===== config.mk =====
export PLATFORM = sky130hd
export DESIGN_NAME = sram_1r1w_sp_param
export DESIGN_NICKNAME = d
export VERILOG_FILES = /design/src/rtl/sram_pkg.sv /design/src/rtl/sram_init_seq.sv /design/src/rtl/sram_1r1w_sp_param.sv
export SDC_FILE = /design/constraint.sdc
export NUM_CORES = 2
export LEC_CHECK = 0
export BUFFER_PORTS_ARGS = -buffer_cell sky130_fd_sc_hd__buf_2
export CAP_MARGIN = 30
export CORE_UTILIZATION = 57
export CTS_CLUSTER_SIZE = 30
export DETAILED_ROUTE_END_ITERATION = 10
export PLACE_DENSITY = 0.76
export SYNTH_ARGS = -nofsm -noshare
export SYNTH_HDL_FRONTEND = slang
export SYNTH_SLANG_ARGS = --single-unit

===== constraint.sdc =====
create_clock -name clk -period 2.1 [get_ports clk]
set_clock_uncertainty 0.15 [all_clocks]
set_input_delay 0.21 -clock clk [delete_from_list [all_inputs] [get_ports clk]]
set_output_delay 0.21 -clock clk [all_outputs]
set_load 0.005 [all_outputs]

===== src/rtl/sram_pkg.sv =====
// Shared types and constants for the parametrised 1R1W SRAM model.
package sram_pkg;
  typedef enum logic {RUN = 1'b0, CLEAR = 1'b1} sram_state_e;

  localparam int SRAM_BYTE_W     = 8;
  localparam int SRAM_RD_LAT_MIN = 1;
  localparam int SRAM_RD_LAT_MAX = 2;
endpackage


===== src/rtl/sram_init_seq.sv =====
// Power-up clear sequencer: sweeps every word to zero after reset.
// Only compiled when SRAM_INIT_CLEAR_EN is defined.
`ifdef SRAM_INIT_CLEAR_EN
module sram_init_seq
  import sram_pkg::*;
#(
  parameter int ADDR_WIDTH = 7,
  parameter int DEPTH      = 1 << ADDR_WIDTH
) (
  input  logic                  clk,
  input  logic                  rst,
  output logic                  init_busy,
  output logic                  clr_we,
  output logic [ADDR_WIDTH-1:0] clr_addr
);
  sram_state_e           state_q, state_d;
  logic [ADDR_WIDTH-1:0] ptr_q, ptr_d;

  // State and pointer registers; reset (re)starts the sweep at word 0.
  always_ff @(posedge clk) begin
    if (rst) begin
      state_q <= CLEAR;
      ptr_q   <= '0;
    end else begin
      state_q <= state_d;
      ptr_q   <= ptr_d;
    end
  end

  // One zero-write per CLEAR cycle; leave after the last word is written.
  always_comb begin
    state_d = state_q;
    ptr_d   = ptr_q;
    clr_we  = 1'b0;
    case (state_q)
      CLEAR: begin
        clr_we = 1'b1;
        if (ptr_q == ADDR_WIDTH'(DEPTH - 1)) state_d = RUN;
        else                                 ptr_d   = ptr_q + 1'b1;
      end
      default: ;
    endcase
  end

  assign init_busy = (state_q == CLEAR);
  assign clr_addr  = ptr_q;
endmodule
`endif


===== src/rtl/sram_1r1w_sp_param.sv =====
// Parametrised single-clock 1R1W SRAM model with byte-masked writes,
// write-first collision forwarding and a 1- or 2-cycle read pipeline.
// Optional power-up clear under SRAM_INIT_CLEAR_EN.
module sram_1r1w_sp_param
  import sram_pkg::*;
#(
  parameter int DATA_WIDTH = 32,
  parameter int ADDR_WIDTH = 7,
  parameter int DEPTH      = 1 << ADDR_WIDTH,
  parameter int RD_LAT     = 1
) (
  input  logic                              clk,
  input  logic                              rst,
  input  logic                              wr_en,
  input  logic [ADDR_WIDTH-1:0]             wr_addr,
  input  logic [DATA_WIDTH-1:0]             wr_data,
  input  logic [DATA_WIDTH/SRAM_BYTE_W-1:0] wr_mask,
  input  logic                              rd_en,
  input  logic [ADDR_WIDTH-1:0]             rd_addr,
  output logic [DATA_WIDTH-1:0]             rd_data,
  output logic                              rd_valid,
  output logic                              coll,
  output logic                              init_busy
);
  localparam int NB = DATA_WIDTH / SRAM_BYTE_W;

  if (RD_LAT < SRAM_RD_LAT_MIN || RD_LAT > SRAM_RD_LAT_MAX) begin : g_bad_rd_lat
    $error("sram_1r1w_sp_param: RD_LAT must be 1 or 2");
  end
  if (DATA_WIDTH % SRAM_BYTE_W != 0) begin : g_bad_width
    $error("sram_1r1w_sp_param: DATA_WIDTH must be a multiple of 8");
  end
  if (DEPTH > (1 << ADDR_WIDTH)) begin : g_bad_depth
    $error("sram_1r1w_sp_param: DEPTH exceeds address space");
  end

  logic [DATA_WIDTH-1:0] mem [DEPTH];

`ifdef SRAM_INIT_CLEAR_EN
  logic                  clr_we;
  logic [ADDR_WIDTH-1:0] clr_addr;

  sram_init_seq #(.ADDR_WIDTH(ADDR_WIDTH), .DEPTH(DEPTH)) u_init (
    .clk       (clk),
    .rst       (rst),
    .init_busy (init_busy),
    .clr_we    (clr_we),
    .clr_addr  (clr_addr)
  );
`else
  assign init_busy = 1'b0;
`endif

  logic wr_in_range, rd_in_range, wr_ok, rd_fire, hit;
  logic [DATA_WIDTH-1:0] rd_word, merged;

  // Requests are dead while clearing or in reset; out-of-range writes vanish.
  assign wr_in_range = 32'(wr_addr) < DEPTH;
  assign rd_in_range = 32'(rd_addr) < DEPTH;
  assign wr_ok       = wr_en & ~init_busy & ~rst & wr_in_range;
  assign rd_fire     = rd_en & ~init_busy & ~rst;
  assign hit         = wr_ok & (wr_addr == rd_addr);

  // Write-first merge: masked bytes of a colliding write override old data.
  always_comb begin
    rd_word = '0;
    if (rd_in_range) rd_word = mem[rd_addr];
    merged = rd_word;
    for (int b = 0; b < NB; b++)
      if (hit && wr_mask[b])
        merged[b*SRAM_BYTE_W +: SRAM_BYTE_W] = wr_data[b*SRAM_BYTE_W +: SRAM_BYTE_W];
  end

  // Array write port: clear sweep has priority (user writes are blocked then anyway).
  always_ff @(posedge clk) begin
`ifdef SRAM_INIT_CLEAR_EN
    if (clr_we && !rst) mem[clr_addr] <= '0;
    else
`endif
    if (wr_ok) begin
      for (int b = 0; b < NB; b++)
        if (wr_mask[b])
          mem[wr_addr][b*SRAM_BYTE_W +: SRAM_BYTE_W] <= wr_data[b*SRAM_BYTE_W +: SRAM_BYTE_W];
    end
  end

  logic [RD_LAT:1]                 vld_pipe;
  logic [RD_LAT:1]                 col_pipe;
  logic [RD_LAT:1][DATA_WIDTH-1:0] dat_pipe;

  // Read pipeline: data is captured at request time so later writes cannot
  // disturb in-flight reads; each stage only loads behind a valid, so the
  // output stage holds its last value when idle.
  always_ff @(posedge clk) begin
    if (rst) begin
      vld_pipe <= '0;
      col_pipe <= '0;
      dat_pipe <= '0;
    end else begin
      vld_pipe[1] <= rd_fire;
      if (rd_fire) begin
        dat_pipe[1] <= merged;
        col_pipe[1] <= hit;
      end
      for (int k = 2; k <= RD_LAT; k++) begin
        vld_pipe[k] <= vld_pipe[k-1];
        if (vld_pipe[k-1]) begin
          dat_pipe[k] <= dat_pipe[k-1];
          col_pipe[k] <= col_pipe[k-1];
        end
      end
    end
  end

  assign rd_data  = dat_pipe[RD_LAT];
  assign rd_valid = vld_pipe[RD_LAT];
  assign coll     = vld_pipe[RD_LAT] & col_pipe[RD_LAT];
endmodule

* Word-level counts from Yosys, hierarchy flattened *
Memory sizes are Yosys's and may differ from the RTL's. A register that Yosys moved wholly into a read port is not among the register bits.
Cells that the tools add are included.

word-level totals
  register bits after elaboration = 2
  memory bits (writable) = 4096
  output and inout port bits = 35
  memories = 1

memories
  name  depth  width  rd ports  clocked after Yosys merged registers in  write ports  RTL line                  RTL
  mem   128    32     1         1                                        1            sram_1r1w_sp_param.sv:37  logic [DATA_WIDTH-1:0] mem [DEPTH];

cells by class
  equal/unequal tests = 1
  multiplexer cells = 12
  bitwise logic cells = 5

operators with widths
  operator             count
  2-to-1 mux 1 bit     12
  equality test 7 bit  1
  bitwise AND 1 bit    4
  inverter 1 bit       1

* Depth between registers and ports, before layout *
  depth in word-level cells = 4
  depth in mapped cells = 12

* Least setup slack after synthesis *
No wires, ideal clock.

  path type = in2reg
  start point = in wr_addr[0]
  end point = mem mem[33][0], enable pin
  arrival time = 1804 ps
  data required time = 1580 ps
  setup slack = -224 ps
  stages on the path = 5
  path buffers = 2
  cell sequence = clkbuf_1 nor3b_1 clkbuf_1 nand2_1 nor2_1

RTL lines
  element      RTL line                  RTL
  from (decl)  sram_1r1w_sp_param.sv:15  input logic [ADDR_WIDTH-1:0] wr_addr,
  to (decl)    sram_1r1w_sp_param.sv:37

Straight into the memory's write port.

==> metrics.txt <==
final hold vios 0; Root Buffer clkbuf_16; Hold Path Class in2reg; met1 Usage GRT 0.4782; Fillers between 15k and 20k; status complete, but fails checks; Core Area about 280000 µm²; Worst-Skew Late Latency 1.00 ns; maximum vdd ir drop between 0.8 and 0.9 mV; Setup crit start kind flip-flop; Post-synth EDFFs between 4k and 5k; Starting Density 0.5746; die area about 280000 µm²; DRT antenna net count 0; Synth Register Bits about 4.1k; DRT Wirelength 541.3 mm; Nets 9726; CP required about 2.8 ns; total track usage 0.3799; CP peak stage delay about 0.52 ns; worst path arrival time 3.01 ns; Synth area leaders edfxtp_1 (76%), mux4_2 (10%), mux2i_1 (3.6%); Synth Warn # 0; CTS tree yes; met3 usage 0.1390; area growth from synthesis to layout 21.43%; first-pass GRT wire length 736.3 mm; critical setup path kind reg2reg; FFs w/ async S/R, synth 0; clk sinks ~4.1k; grt total ovfl 0; post-synth net total 7902; Final Wtd Congestion about 1.1; Slew Limit Fails 0; # port buffers 87; Worst-path clk slew around 0.06 ns; period utilization 1.093; top-area cell type share of the netlist area 0.7642; CTS buffer count between 400 and 500; Worst-Margin Slew 0.9664 ns; number of remaining DRC errors 0; Avg Cell Area, Syn about 21 µm²; H-tree depth 5; Mapped Cells around 8k; area leader, netlist edfxtp_1; Die X around 530 µm; number of global-route vias before repair slightly above 90k; LEAKAGE approximately 66 nW; Die H ~530 µm; IO Pins 89; register area share after synthesis 0.7685; Synth Area in Adders 0; most used routing layer met2; RSZ-0062 raised after global routing yes; PwrDens between 900 and 1000 nW/µm²; post-synthesis compound-gate area fraction 0.03656; layout cells sized above 1 0.3480; Final setup viols 14; post-synth cell types between 70 and 80; Max-Cap Viols 0; Synth Cell Area roughly 160000 µm²; Avg Vias per Cell 6.904; drt pass-1 iters 6; Design Area, Final between 150000 and 200000 µm²; failing checks setup timing; delay-heaviest family, CP multiplexers; pre-CTS setup slack -1.087 ns; multiplexer area fraction after synthesis 0.1472; Rel. slew slack 0.3558; fmax roughly 0.44 GHz; initial antenna violation count 58; xor and xnor area share after synthesis 0.0003809; cell repeated most along the worst path mux4_2; Slowest cell on crit path mux4_2; wire length per cell 39.24 µm; Site Rows 194; HPWL after DPL about 370 mm; GR met2 Demand/Resource 0.5498; setup ws final -0.1951 ns; CP Max Fanout 1; Tmin final 2.295 ns; Vias 95.23k; Worst Hold Slack 0.02437 ns; CP bufs+invs 0; CP Cell Sequence mux4_2 -> mux4_2 -> and2b_2 -> a211oi_4 -> o31ai_2; largest net degree at the start of global routing between 90 and 100; clk buf depth 4; Simple-Gate Fraction of Synth Area 0.02677; Critical Path Sink Type flip-flop; largest family of logic cells by synthesized area multiplexers; Iter 0 DRT Violations between 15k and 20k; Placement Cell Area approximately 180000 µm²; Post-synth top flop edfxtp_1
-- layout by cell type (no fill, tap or decap), types with 93 or more instances in the layout --
master	n
a22oi_1	241
buf_12	324
buf_4	1464
clkbuf_16	406
clkinv_2	93
edfxtp_1	4096
mux2i_1	570
mux4_2	758
nand2_1	250
nor2_1	467
nor2_2	107
o22ai_1	140
-- stage by stage --
| stage | utilization | power [W] | cells | setup TNS, ns |
|---|---|---|---|---|
| floorplan | - | 0.09696 | 7848 | -227.01 |
| global placement | 0.6446 | 0.1021 | 12950 | -532.52 |
| detailed placement | 0.6446 | 0.1024 | 12950 | -564.72 |
| CTS | 0.6962 | 0.1754 | 13740 | -0.8817 |
| global route | 0.6974 | 0.1790 | 13750 | -1.235 |
| finish | 0.6977 | 0.1760 | 13790 | -0.9460 |
-- per-layer routing --
metal / vias to the layer above / wire length [µm]
li1: 36260 / -
met1: 48260 / 172900
met2: 8849 / 237000
met3: 1818 / 85330
met4: 38 / 45590
met5: - / 398
-- final cells by class --
cell class	instances	area, µm²	share of cell area
clock buffers	488	10530	0.05386
inverters	4	17.52	0.00008963
clock inverters	260	3053	0.01562
flip-flops and latches	4130	123700	0.6329
repair buffers	1890	18300	0.09365
multi-input cells	3245	35050	0.1793
diodes	52	130.1	0.0006658
well taps	3724	4659	0.02384
-- worst paths after layout --
path / start / end / slack, ns / depth (start not counted)
worst max-delay path: mem[71][11] / rd_data[11] / -0.20 / 5
worst min register to register: col_pipe / col_pipe / 0.41 / 2
worst max register to register: mem[71][11] / rd_data[11] / -0.20 / 5
worst min-delay path: rd_en / col_pipe / 0.02 / 5
-- flip-flops by register name, indices dropped and copies added (netlist names) --
signal and cells:
col_pipe 1, mem 4096, rd_data 32, rd_valid 1
-- cells by family after synthesis --
kind of cell | after synthesis
compound gates | 837
xor+xnor | 7
simple gates | 1030
other cells | 1
buf+inv | 473
flops | 4130
mux | 1370
-- worst min-delay path, delay by kind of cell --
family          cells  cell delay, ns
buf+inv             3            0.71
compound gates      1            0.09
simple gates        1            0.08
-- timing repair --
action,4_1_cts,5_1_grt
cloned,0,1
hold buffers,41,0
pin swaps,38,36
endpoints found under the setup margin,40,32
gates resized for setup,118,60
endpoints found under the hold margin,4087,0
setup buffers,1,1
-- where the power goes --
part | total, W | switching (W) | internal (W)
clock network | 0.0745 | 0.0319 | 0.0426
logic | 0.0105 | 0.00646 | 0.00404
registers | 0.0909 | 0.000224 | 0.0907
-- cells in the mapped netlist, drive strengths merged (16+ instances only) --
cell type	count
buf	302
o22ai	150
nand2	260
a22o	39
mux4	785
edfxtp	4096
nand3	40
clkbuf	165
a22oi	244
a221oi	62
o21ai	83
nor2b	18
nand4	22
nand2b	16
mux2i	574
nor2	581
dfxtp	34
a21oi	75
a31oi	26
nor3	30
a211oi	95
Power figures use the tool's default switching activity.
